<file path="config.mk">
export PLATFORM = sky130hd
export DESIGN_NAME = rr_arb_4
export DESIGN_NICKNAME = d
export VERILOG_FILES = /design/src/rtl/rr_arb_4.sv
export SDC_FILE = /design/constraint.sdc
export NUM_CORES = 1
export LEC_CHECK = 0
export ABC_AREA = 1
export ABC_CLOCK_PERIOD_IN_PS = 2800
export CAP_MARGIN = 30
export CORE_AREA = 2 2 51 43
export DETAILED_ROUTE_END_ITERATION = 7
export DIE_AREA = 0 0 53 45
export PLACE_DENSITY_LB_ADDON = 0.1
export SKIP_LAST_GASP = 1
export SYNTH_ARGS = -nofsm -noshare
export SYNTH_HDL_FRONTEND = slang
export SYNTH_SLANG_ARGS = --single-unit
</file>
<file path="constraint.sdc">
create_clock -name i_clk -period 2.8 [get_ports i_clk]
set_input_delay 0.7 -clock i_clk [delete_from_list [all_inputs] [get_ports i_clk]]
set_output_delay 0.7 -clock i_clk [all_outputs]
set_load 0.01 [all_outputs]
</file>
<file path="src/rtl/rr_arb_4.sv">
// rr_arb_4: four-input round-robin arbiter feeding a one-entry output register.
// A requester is granted only when the output stage can load: it is empty, or
// its item drains on the same edge. The search starts one past the last winner
// (ptr) and wraps 3->0. After reset ptr is 3, so requester 0 has first priority.
//
// Handshake: requester k hands over i_data<k> on an edge where o_grant[k]=1.
// The consumer takes o_data on an edge where o_valid=1 and i_ready=1. o_data
// and o_valid hold while o_valid=1 and i_ready=0.
//
// Optional feature: define RR_ARB_4_CNT_EN to add o_grant_cnt. This is a
// 16-bit saturating count of the edges on which a grant was issued.
module rr_arb_4 #(
    parameter int N_WIDTH = 4
) (
    input  logic               i_clk,
    input  logic               i_rst_n,
    input  logic [3:0]         i_valid,
    input  logic [N_WIDTH-1:0] i_data0,
    input  logic [N_WIDTH-1:0] i_data1,
    input  logic [N_WIDTH-1:0] i_data2,
    input  logic [N_WIDTH-1:0] i_data3,
    output logic [3:0]         o_grant,
    output logic [1:0]         o_sel,
    output logic               o_valid,
    output logic [N_WIDTH-1:0] o_data,
    input  logic               i_ready
`ifdef RR_ARB_4_CNT_EN
    ,
    output logic [15:0]        o_grant_cnt
`endif
);

    // The output buffer state is exactly what o_valid reports.
    typedef enum logic {
        EMPTY = 1'b0,
        FULL  = 1'b1
    } state_t;

    state_t             state_q, state_d;
    logic [1:0]         ptr_q, ptr_d;
    logic [1:0]         sel_q;
    logic [N_WIDTH-1:0] data_q, data_d;
    logic               can_load;
    logic               grant_any;
    logic [1:0]         grant_idx;
    logic [1:0]         cand;
    logic [N_WIDTH-1:0] mux_data;

    assign can_load = (state_q == EMPTY) || i_ready;

    // Rotating priority search from ptr+1. The search sees only control
    // signals, so no i_data path reaches the grant.
    always_comb begin
        grant_any = 1'b0;
        grant_idx = 2'd0;
        cand      = 2'd0;
        if (i_rst_n && can_load) begin
            for (int k = 1; k <= 4; k++) begin
                cand = ptr_q + 2'(k);
                if (!grant_any && i_valid[cand]) begin
                    grant_any = 1'b1;
                    grant_idx = cand;
                end
            end
        end
        o_grant = grant_any ? (4'b0001 << grant_idx) : 4'b0000;
    end

    // Select follows the current winner and holds the last winner when idle.
    assign o_sel = grant_any ? grant_idx : sel_q;

    // Downstream 4:1 payload mux, driven by the select.
    always_comb begin
        case (o_sel)
            2'd0:    mux_data = i_data0;
            2'd1:    mux_data = i_data1;
            2'd2:    mux_data = i_data2;
            default: mux_data = i_data3;
        endcase
    end

    // Next-state logic. A drain and a load on the same edge keep the buffer
    // FULL, so there is no bubble between items.
    always_comb begin
        state_d = state_q;
        case (state_q)
            EMPTY:   if (grant_any) state_d = FULL;
            FULL:    if (grant_any) state_d = FULL;
                     else if (i_ready) state_d = EMPTY;
            default: state_d = EMPTY;
        endcase
    end

    // Buffer state register; reset drops any item being held.
    always_ff @(posedge i_clk) begin
        if (!i_rst_n) state_q <= EMPTY;
        else          state_q <= state_d;
    end

    // Output decode of the buffer state.
    always_comb begin
        o_valid = (state_q == FULL);
    end

    // Payload and pointer change only when a grant is issued.
    always_comb begin
        data_d = data_q;
        ptr_d  = ptr_q;
        if (grant_any) begin
            data_d = mux_data;
            ptr_d  = grant_idx;
        end
    end

    // Payload, pointer and held select. After reset requester 0 has top priority.
    always_ff @(posedge i_clk) begin
        if (!i_rst_n) begin
            data_q <= '0;
            ptr_q  <= 2'd3;
            sel_q  <= 2'd0;
        end else begin
            data_q <= data_d;
            ptr_q  <= ptr_d;
            sel_q  <= o_sel;
        end
    end

    assign o_data = data_q;

`ifdef RR_ARB_4_CNT_EN
    logic [15:0] cnt_q, cnt_d;

    // Grant-edge counter that saturates at all-ones.
    always_comb begin
        cnt_d = cnt_q;
        if (grant_any && (cnt_q != 16'hFFFF)) cnt_d = cnt_q + 16'd1;
    end

    // Counter register, cleared by reset.
    always_ff @(posedge i_clk) begin
        if (!i_rst_n) cnt_q <= 16'd0;
        else          cnt_q <= cnt_d;
    end

    assign o_grant_cnt = cnt_q;
`else
    // Without the counter option, this build has no grant counter.
`endif

endmodule

</file>
==> results.sh, run 1 <==
export IMPL_outcome="completed"
export IMPL_rsz0062_at_grt="true"
export IMPL_timing_critical_path_slowest_cell_delay_ps=160
export IMPL_cts_sinks=9
export IMPL_totalNegativeSetupSlack_ps=0
export IMPL_synth_cell_types=23
export IMPL_endpoint_required_time_on_the_critical_path_ps=2100
export IMPL_clk_pin_slew_ps=60
export IMPL_arrival_ps=2030
export IMPL_synth_top_family_by_area="simple AND/OR/NAND/NOR gates"
export IMPL_synthesis_instances=128
export IMPL_wl_per_cell_um=14.38
export IMPL_gpl_final_weighted_congestion=0.9209
export IMPL_diodes=0
export IMPL_antenna_found_initial=0
export IMPL_ys_seq_elements=9
export IMPL_crit_type="input port to primary output"
export IMPL_mostFrequentLayoutCell="sky130_fd_sc_hd__nand2_1"
export IMPL_setup_violations=0
export IMPL_count_of_buffers_inserted_at_the_top_level_ports=33
export IMPL_worst_hold_path_type="flop to flop"
export IMPL_fraction_of_final_layout_cells_with_drive_strength_greater_than_1_pct=43.92
export IMPL_die_h_um=45
export IMPL_synth_edf_count=0
export IMPL_drc_errors=0
export IMPL_pin_count=34
export IMPL_ys_warnings_count=0
export IMPL_first_global_vias=1019
export IMPL_report_final_hold_viol_count=0
export IMPL_synth_seq_area_share_pct=22.22
export IMPL_yosys_area_share_xor_xnor_pct=0
export IMPL_critical_path_slowest_cell="sky130_fd_sc_hd__nor2_4"
export IMPL_drt_pass1_iterations=4
export IMPL_power_per_cell_area_mw_per_mm2=1036
export IMPL_wirelength_um=3063
export IMPL_vias_per_cell=5.005
export IMPL_most_instantiated_flip_flop_cell_in_the_synthesis_netlist="sky130_fd_sc_hd__dfxtp_1"
export IMPL_crit_path_end_kind="primary output"
export IMPL_cts_made_buffers=3
export IMPL_worstPathMaxFanout=4
export IMPL_syn_nets=151
export IMPL_maximum_number_of_pins_on_one_net_before_global_route_repair=11
export IMPL_insertion_delay_ps=270
export IMPL_syn2layout_area_growth_pct=80.09
export IMPL_path_delay_family="simple AND/OR/NAND/NOR gates"
export IMPL_tritoncts="done"
export IMPL_globalRouteOverflowTotal=0
export IMPL_finalClockSkew_ps=5.706
export IMPL_cp_cell_sequence="clkbuf_2 > inv_2 > nand2_2 > nand3_2 > nand2_2 > nor2_4 > buf_4 > nand3_4 > nand3_2 > nand2_4 > buf_4 > nor2_1 > buf_2"
export IMPL_timing_final_crit_period_ps=2734
export IMPL_post_route_util_pct=79.39
export IMPL_synth_area_per_cell_um2=6.334
export IMPL_fp_coreArea_mm2=0.001839
export IMPL_detailroute_via_count=1066
export IMPL_synthSimpleGateAreaFrac_pct=54.63
export IMPL_placement_setup_worst_slack_ps=-625.8
export IMPL_ys_async_sr_fraction_pct=0
export IMPL_worst_path_buf_inv=5
export IMPL_final_setup_worst_slack_ps=65.80
export IMPL_final_cell_area_mm2=0.001460
export IMPL_global_route_usage_total_pct=26.70
export IMPL_post_place_cells=199
export IMPL_timing_max_cap_violations=0
export IMPL_die_area_mm2=0.002385
export IMPL_cts_root_buffer="sky130_fd_sc_hd__clkbuf_4"
export IMPL_nNetsFinal=213
export IMPL_timing_fmax_ghz=0.3657
export IMPL_cts_htree_levels=1
export IMPL_layout_common_cells="sky130_fd_sc_hd__nand2_1, sky130_fd_sc_hd__clkdlybuf4s50_1, sky130_fd_sc_hd__buf_4, sky130_fd_sc_hd__inv_1, sky130_fd_sc_hd__nand2_2"
export IMPL_initial_core_utilization_pct=44.08
export IMPL_worst_setup_path_start_kind="input port"
export IMPL_grt_first_pass_wirelength_um=4457
export IMPL_buffer_levels_on_the_longest_clock_path=2
export IMPL_die_w_um=53
export IMPL_placementRows=14
export IMPL_layout_cells_non_filler=213
export IMPL_share_of_the_clock_period_used_by_the_worst_path_after_layout_pct=97.65
export IMPL_cts_hold_buf=0
export IMPL_hpwl_um=2079
export IMPL_syn_cell_area_um2=810.8
export IMPL_synth_area_mux_share_pct=0
export IMPL_detailedRoute_firstIterationViolations=30
export IMPL_worst_slew_pin_transition_ps=281.6
export IMPL_timing_max_slew_rel_slack_pct=81.03
export IMPL_placed_cell_area_mm2=0.001297
export IMPL_leakagePower_nw=0.7392
export IMPL_layout_fillers=128
export IMPL_peakVddDrop_mv=0.6096
export IMPL_synth_fa_ha_area_share_pct=0
export IMPL_drv_slew=0
export IMPL_synth_compound_area_share_pct=11.42
export IMPL_antenna_left=0
==> routing by layer <==
metal	routed length, um	GRT usage, %
met5	0	0
met2	1525	44.25
met4	104	10.77
met3	156	8.940
met1	1277	31.97
==> path summary, 6_finish.rpt <==
check | startpoint | to | slack [ps] | cells after the start
worst max-delay path | i_valid[2] | o_grant[2] | 70 | 13
worst max register to register | ptr_q[0] | o_data[2] | 520 | 20
worst min-delay path | o_data[2] | o_data[2] | 460 | 2
worst min register to register | o_data[2] | o_data[2] | 460 | 2
==> report_power, final <==
| group | internal (mW) | switching, mW |
|---|---|---|
| Sequential | 0.173 | 0.0307 |
| Combinational | 0.552 | 0.653 |
| Clock | 0.0551 | 0.0499 |
==> synth_stat cells, types with 2 or more instances <==
library cell	count	area (um2)
sky130_fd_sc_hd__a21oi_1	5	25.02
sky130_fd_sc_hd__nand2_4	3	33.78
sky130_fd_sc_hd__nand2_1	36	135.1
sky130_fd_sc_hd__dfxtp_1	9	180.2
sky130_fd_sc_hd__o21ai_0	4	20.02
sky130_fd_sc_hd__nand3_2	2	20.02
sky130_fd_sc_hd__inv_2	3	11.26
sky130_fd_sc_hd__nor2_1	6	22.52
sky130_fd_sc_hd__nand2_2	10	62.56
sky130_fd_sc_hd__inv_1	17	63.81
sky130_fd_sc_hd__nor2_4	3	33.78
sky130_fd_sc_hd__o21ai_1	8	40.04
sky130_fd_sc_hd__nand4_1	2	12.51
sky130_fd_sc_hd__nand3_1	11	55.05
==> area by class of cell <==
cell class | instances | area (um2) | area share, %
Clock buffer | 4 | 26.28 | 1.799
Inverter | 21 | 86.33 | 5.913
Multi-Input combinational cell | 97 | 621.8 | 42.59
Sequential cell | 9 | 182.7 | 12.51
Tap cell | 24 | 30.03 | 2.057
Timing Repair Buffer | 58 | 513.0 | 35.13
==> metrics by stage <==
stage	hold slack [ps]	total power [mW]
CTS	462.1	1.377
detailed placement	452.4	1.167
global placement	448.9	1.142
finish	462.8	1.513
floorplan	488.3	0.7750
global route	491.3	1.618
==> logic make-up after synthesis <==
| family | count (synthesis) |
|---|---|
| AO/OA/AOI/OAI | 18 |
| buffers and inverters | 22 |
| flip-flops | 9 |
| AND/OR/NAND/NOR | 79 |
==> registers in the layout, indices dropped and copies added, names as in the netlist <==
register,count
o_data,4
o_valid,1
ptr_q,2
sel_q,2
==> worst register-to-register path: cells and delay by family (launching register included) <==
kind	cells	cell delay, ps
flip-flops	1	340
AO/OA/AOI/OAI	2	180
buffers and inverters	8	900
AND/OR/NAND/NOR	10	790
==> repair_timing <==
action                     CTS  global route
gates cloned                 0             0
gates resized for setup     42            25
buffers inserted             7             3
pin swaps                   11            17
setup endpoints to repair    6             6
No activity file was read; power rests on OpenSTA's default activity.
==> run 2: changes to the inputs <==
MAX_ROUTING_LAYER = met4   (was not set)
==> run 2 against run 1 <==
First-iteration DRC count increased by 6.7%; sequential share of layout area did not move; critical path depth is 1 higher; non-clock buffer count stayed put; final cell count is the same; worst setup slack got worse by 10 ps; critical endpoint unchanged; wire length grew 1.5%; via count grew 1.3%.
==> results.sh, run 2 (synthesized netlist as in run 1, its figures left out) <==
export IMPL_power_switching_uw=739.8
export IMPL_worst_slew_pin_transition_ps=277.2
export IMPL_worstPathMaxFanout=10
export IMPL_power_switching_fraction_pct=48.67
export IMPL_detailedRoute_firstIterationViolations=32
export IMPL_placementRows=14
export IMPL_insertion_delay_ps=270
export IMPL_timing_max_cap_violations=0
export IMPL_globalRouteOverflowTotal=0
export IMPL_syn2layout_area_growth_pct=80.09
export IMPL_layout_cells_non_filler=213
export IMPL_first_global_vias=1020
export IMPL_outcome="completed"
export IMPL_tritoncts="done"
export IMPL_initial_core_utilization_pct=44.08
export IMPL_power_internal_uw=780.1
export IMPL_totalNegativeSetupSlack_ps=0
export IMPL_timing_max_slew_rel_slack_pct=81.33
export IMPL_drt_pass1_iterations=5
export IMPL_grt_util_met3_pct=8.609
export IMPL_cts_made_buffers=3
export IMPL_layout_common_cells="sky130_fd_sc_hd__nand2_1, sky130_fd_sc_hd__clkdlybuf4s50_1, sky130_fd_sc_hd__buf_4, sky130_fd_sc_hd__inv_1, sky130_fd_sc_hd__nand2_2"
export IMPL_final_cell_area_mm2=0.001460
export IMPL_antenna_left=0
export IMPL_timing_fmax_ghz=0.3643
export IMPL_post_route_util_pct=79.39
export IMPL_hpwl_um=2079
export IMPL_cts_htree_levels=1
export IMPL_peakVddDrop_mv=0.6141
export IMPL_drv_slew=0
export IMPL_design_power_total_mw=1.520
export IMPL_clk_pin_slew_ps=60
export IMPL_diodes=0
export IMPL_detailroute_via_count=1080
export IMPL_nNetsFinal=213
export IMPL_die_h_um=45
export IMPL_worst_setup_path_start_kind="flop"
export IMPL_fraction_of_final_layout_cells_with_drive_strength_greater_than_1_pct=43.92
export IMPL_path_delay_family="simple AND/OR/NAND/NOR gates"
export IMPL_count_of_buffers_inserted_at_the_top_level_ports=33
export IMPL_grt_first_pass_wirelength_um=4457
export IMPL_global_route_usage_total_pct=27.51
export IMPL_final_setup_worst_slack_ps=55.38
export IMPL_placed_cell_area_mm2=0.001297
export IMPL_drc_errors=0
export IMPL_critical_path_slowest_cell="sky130_fd_sc_hd__dfxtp_2"
export IMPL_share_of_the_clock_period_used_by_the_worst_path_after_layout_pct=98.02
export IMPL_rsz0062_at_grt="true"
export IMPL_wirelength_um=3110
export IMPL_placement_setup_worst_slack_ps=-625.8
export IMPL_report_final_hold_viol_count=0
export IMPL_finalClockSkew_ps=2.621
export IMPL_worst_path_buf_inv=5
export IMPL_worst_hold_path_type="flop to flop"
export IMPL_power_sequential_fraction_pct=13.4
export IMPL_largest_reg_flops=4
export IMPL_post_place_cells=199
export IMPL_wl_per_cell_um=14.60
export IMPL_crit_type="flop to primary output"
export IMPL_timing_final_crit_period_ps=2745
export IMPL_setup_violations=0
export IMPL_cts_root_buffer="sky130_fd_sc_hd__clkbuf_4"
export IMPL_buffer_levels_on_the_longest_clock_path=2
export IMPL_maximum_number_of_pins_on_one_net_before_global_route_repair=11
export IMPL_vias_per_cell=5.070
export IMPL_grt_most_used_layer="met2"
export IMPL_die_area_mm2=0.002385
export IMPL_layout_fillers=128
export IMPL_pin_count=34
export IMPL_endpoint_required_time_on_the_critical_path_ps=2100
export IMPL_global_route_usage_met1_pct=32.17
export IMPL_critical_path_top_cell_by_count="sky130_fd_sc_hd__nand2_2"
export IMPL_antenna_found_initial=0
export IMPL_die_w_um=53
export IMPL_share_comb_of_total_power_pct=79.6
export IMPL_gpl_final_weighted_congestion=0.9370
export IMPL_cts_sinks=9
export IMPL_crit_path_end_kind="primary output"
export IMPL_mostFrequentLayoutCell="sky130_fd_sc_hd__nand2_1"
export IMPL_timing_critical_path_slowest_cell_delay_ps=340
export IMPL_cp_cell_sequence="buf_12 > inv_8 > nand2_2 > nand2_2 > nand2_2 > nand2_4 > nor2_4 > buf_4 > nand3_4 > nand3_2 > nand2_4 > buf_4 > nor2_1 > buf_2"
export IMPL_power_per_cell_area_mw_per_mm2=1041
export IMPL_holdWs_ps=463.1
export IMPL_arrival_ps=2040
export IMPL_pwr_share_clk_pct=7.0
export IMPL_leakagePower_nw=0.7392
export IMPL_grt_met2_usage_pct=44.25
export IMPL_fp_coreArea_mm2=0.001839
## run 2: cell counts in the layout (fill, tap and decap cells not counted)
Identical to the previous run, type by type.
## run 2: worst register-to-register path, stage by stage, from the launching register on
cell and delay [ps]:
sky130_fd_sc_hd__dfxtp_2 340, sky130_fd_sc_hd__buf_12 140, sky130_fd_sc_hd__inv_8 60, sky130_fd_sc_hd__nand2_2 60
sky130_fd_sc_hd__nand2_2 70, sky130_fd_sc_hd__nand2_2 120, sky130_fd_sc_hd__nand2_4 70, sky130_fd_sc_hd__buf_4 130
sky130_fd_sc_hd__buf_4 120, sky130_fd_sc_hd__inv_1 80, sky130_fd_sc_hd__nand2_1 70, sky130_fd_sc_hd__nand3_2 90
sky130_fd_sc_hd__nand3_4 120, sky130_fd_sc_hd__buf_12 160, sky130_fd_sc_hd__nand2_8 50, sky130_fd_sc_hd__buf_4 160
sky130_fd_sc_hd__nand2_2 90, sky130_fd_sc_hd__o21ai_1 120, sky130_fd_sc_hd__inv_1 50, sky130_fd_sc_hd__nand2_1 50
sky130_fd_sc_hd__a21oi_1 60
## run 2: cell type report
cell class | instances | area, um2 | share of cell area, %
timing repair buffer | 58 | 513.0 | 35.13
tap | 24 | 30.03 | 2.057
sequential | 9 | 182.7 | 12.51
inverter | 21 | 86.33 | 5.913
clock buffer | 4 | 26.28 | 1.799
multi-input combinational | 97 | 621.8 | 42.59
## run 2: power by group through the flow
stage / combinational [mW] / sequential, mW / clock, mW
CTS: 1.07 / 0.200 / 0.110
global route: 1.29 / 0.207 / 0.117
global placement: 0.941 / 0.200 / 0
finish: 1.21 / 0.204 / 0.106
floorplan: 0.568 / 0.207 / 0
detailed placement: 0.966 / 0.201 / 0
## run 2: metal layers
layer,wire [um],part of all wire [%]
met1,1276,41
met2,1544,50
met3,183,5.9
met4,106,3.4
met5,0,0
## run 2: path summary, 6_finish.rpt
path | startpoint | to | slack (ps) | depth (start not counted)
worst max register to register | ptr_q[0] | o_data[3] | 500 | 20
worst max-delay path | ptr_q[0] | o_grant[2] | 60 | 14
worst min register to register | o_data[2] | o_data[2] | 460 | 2
worst min-delay path | o_data[2] | o_data[2] | 460 | 2
## run 2: what timing repair did
action	in CTS	in global routing
buffers inserted	7	3
gates resized for setup	42	25
hold buffers	0	0
pin swaps	11	17
endpoints found under the setup margin	6	6
hold endpoints to repair	0	0
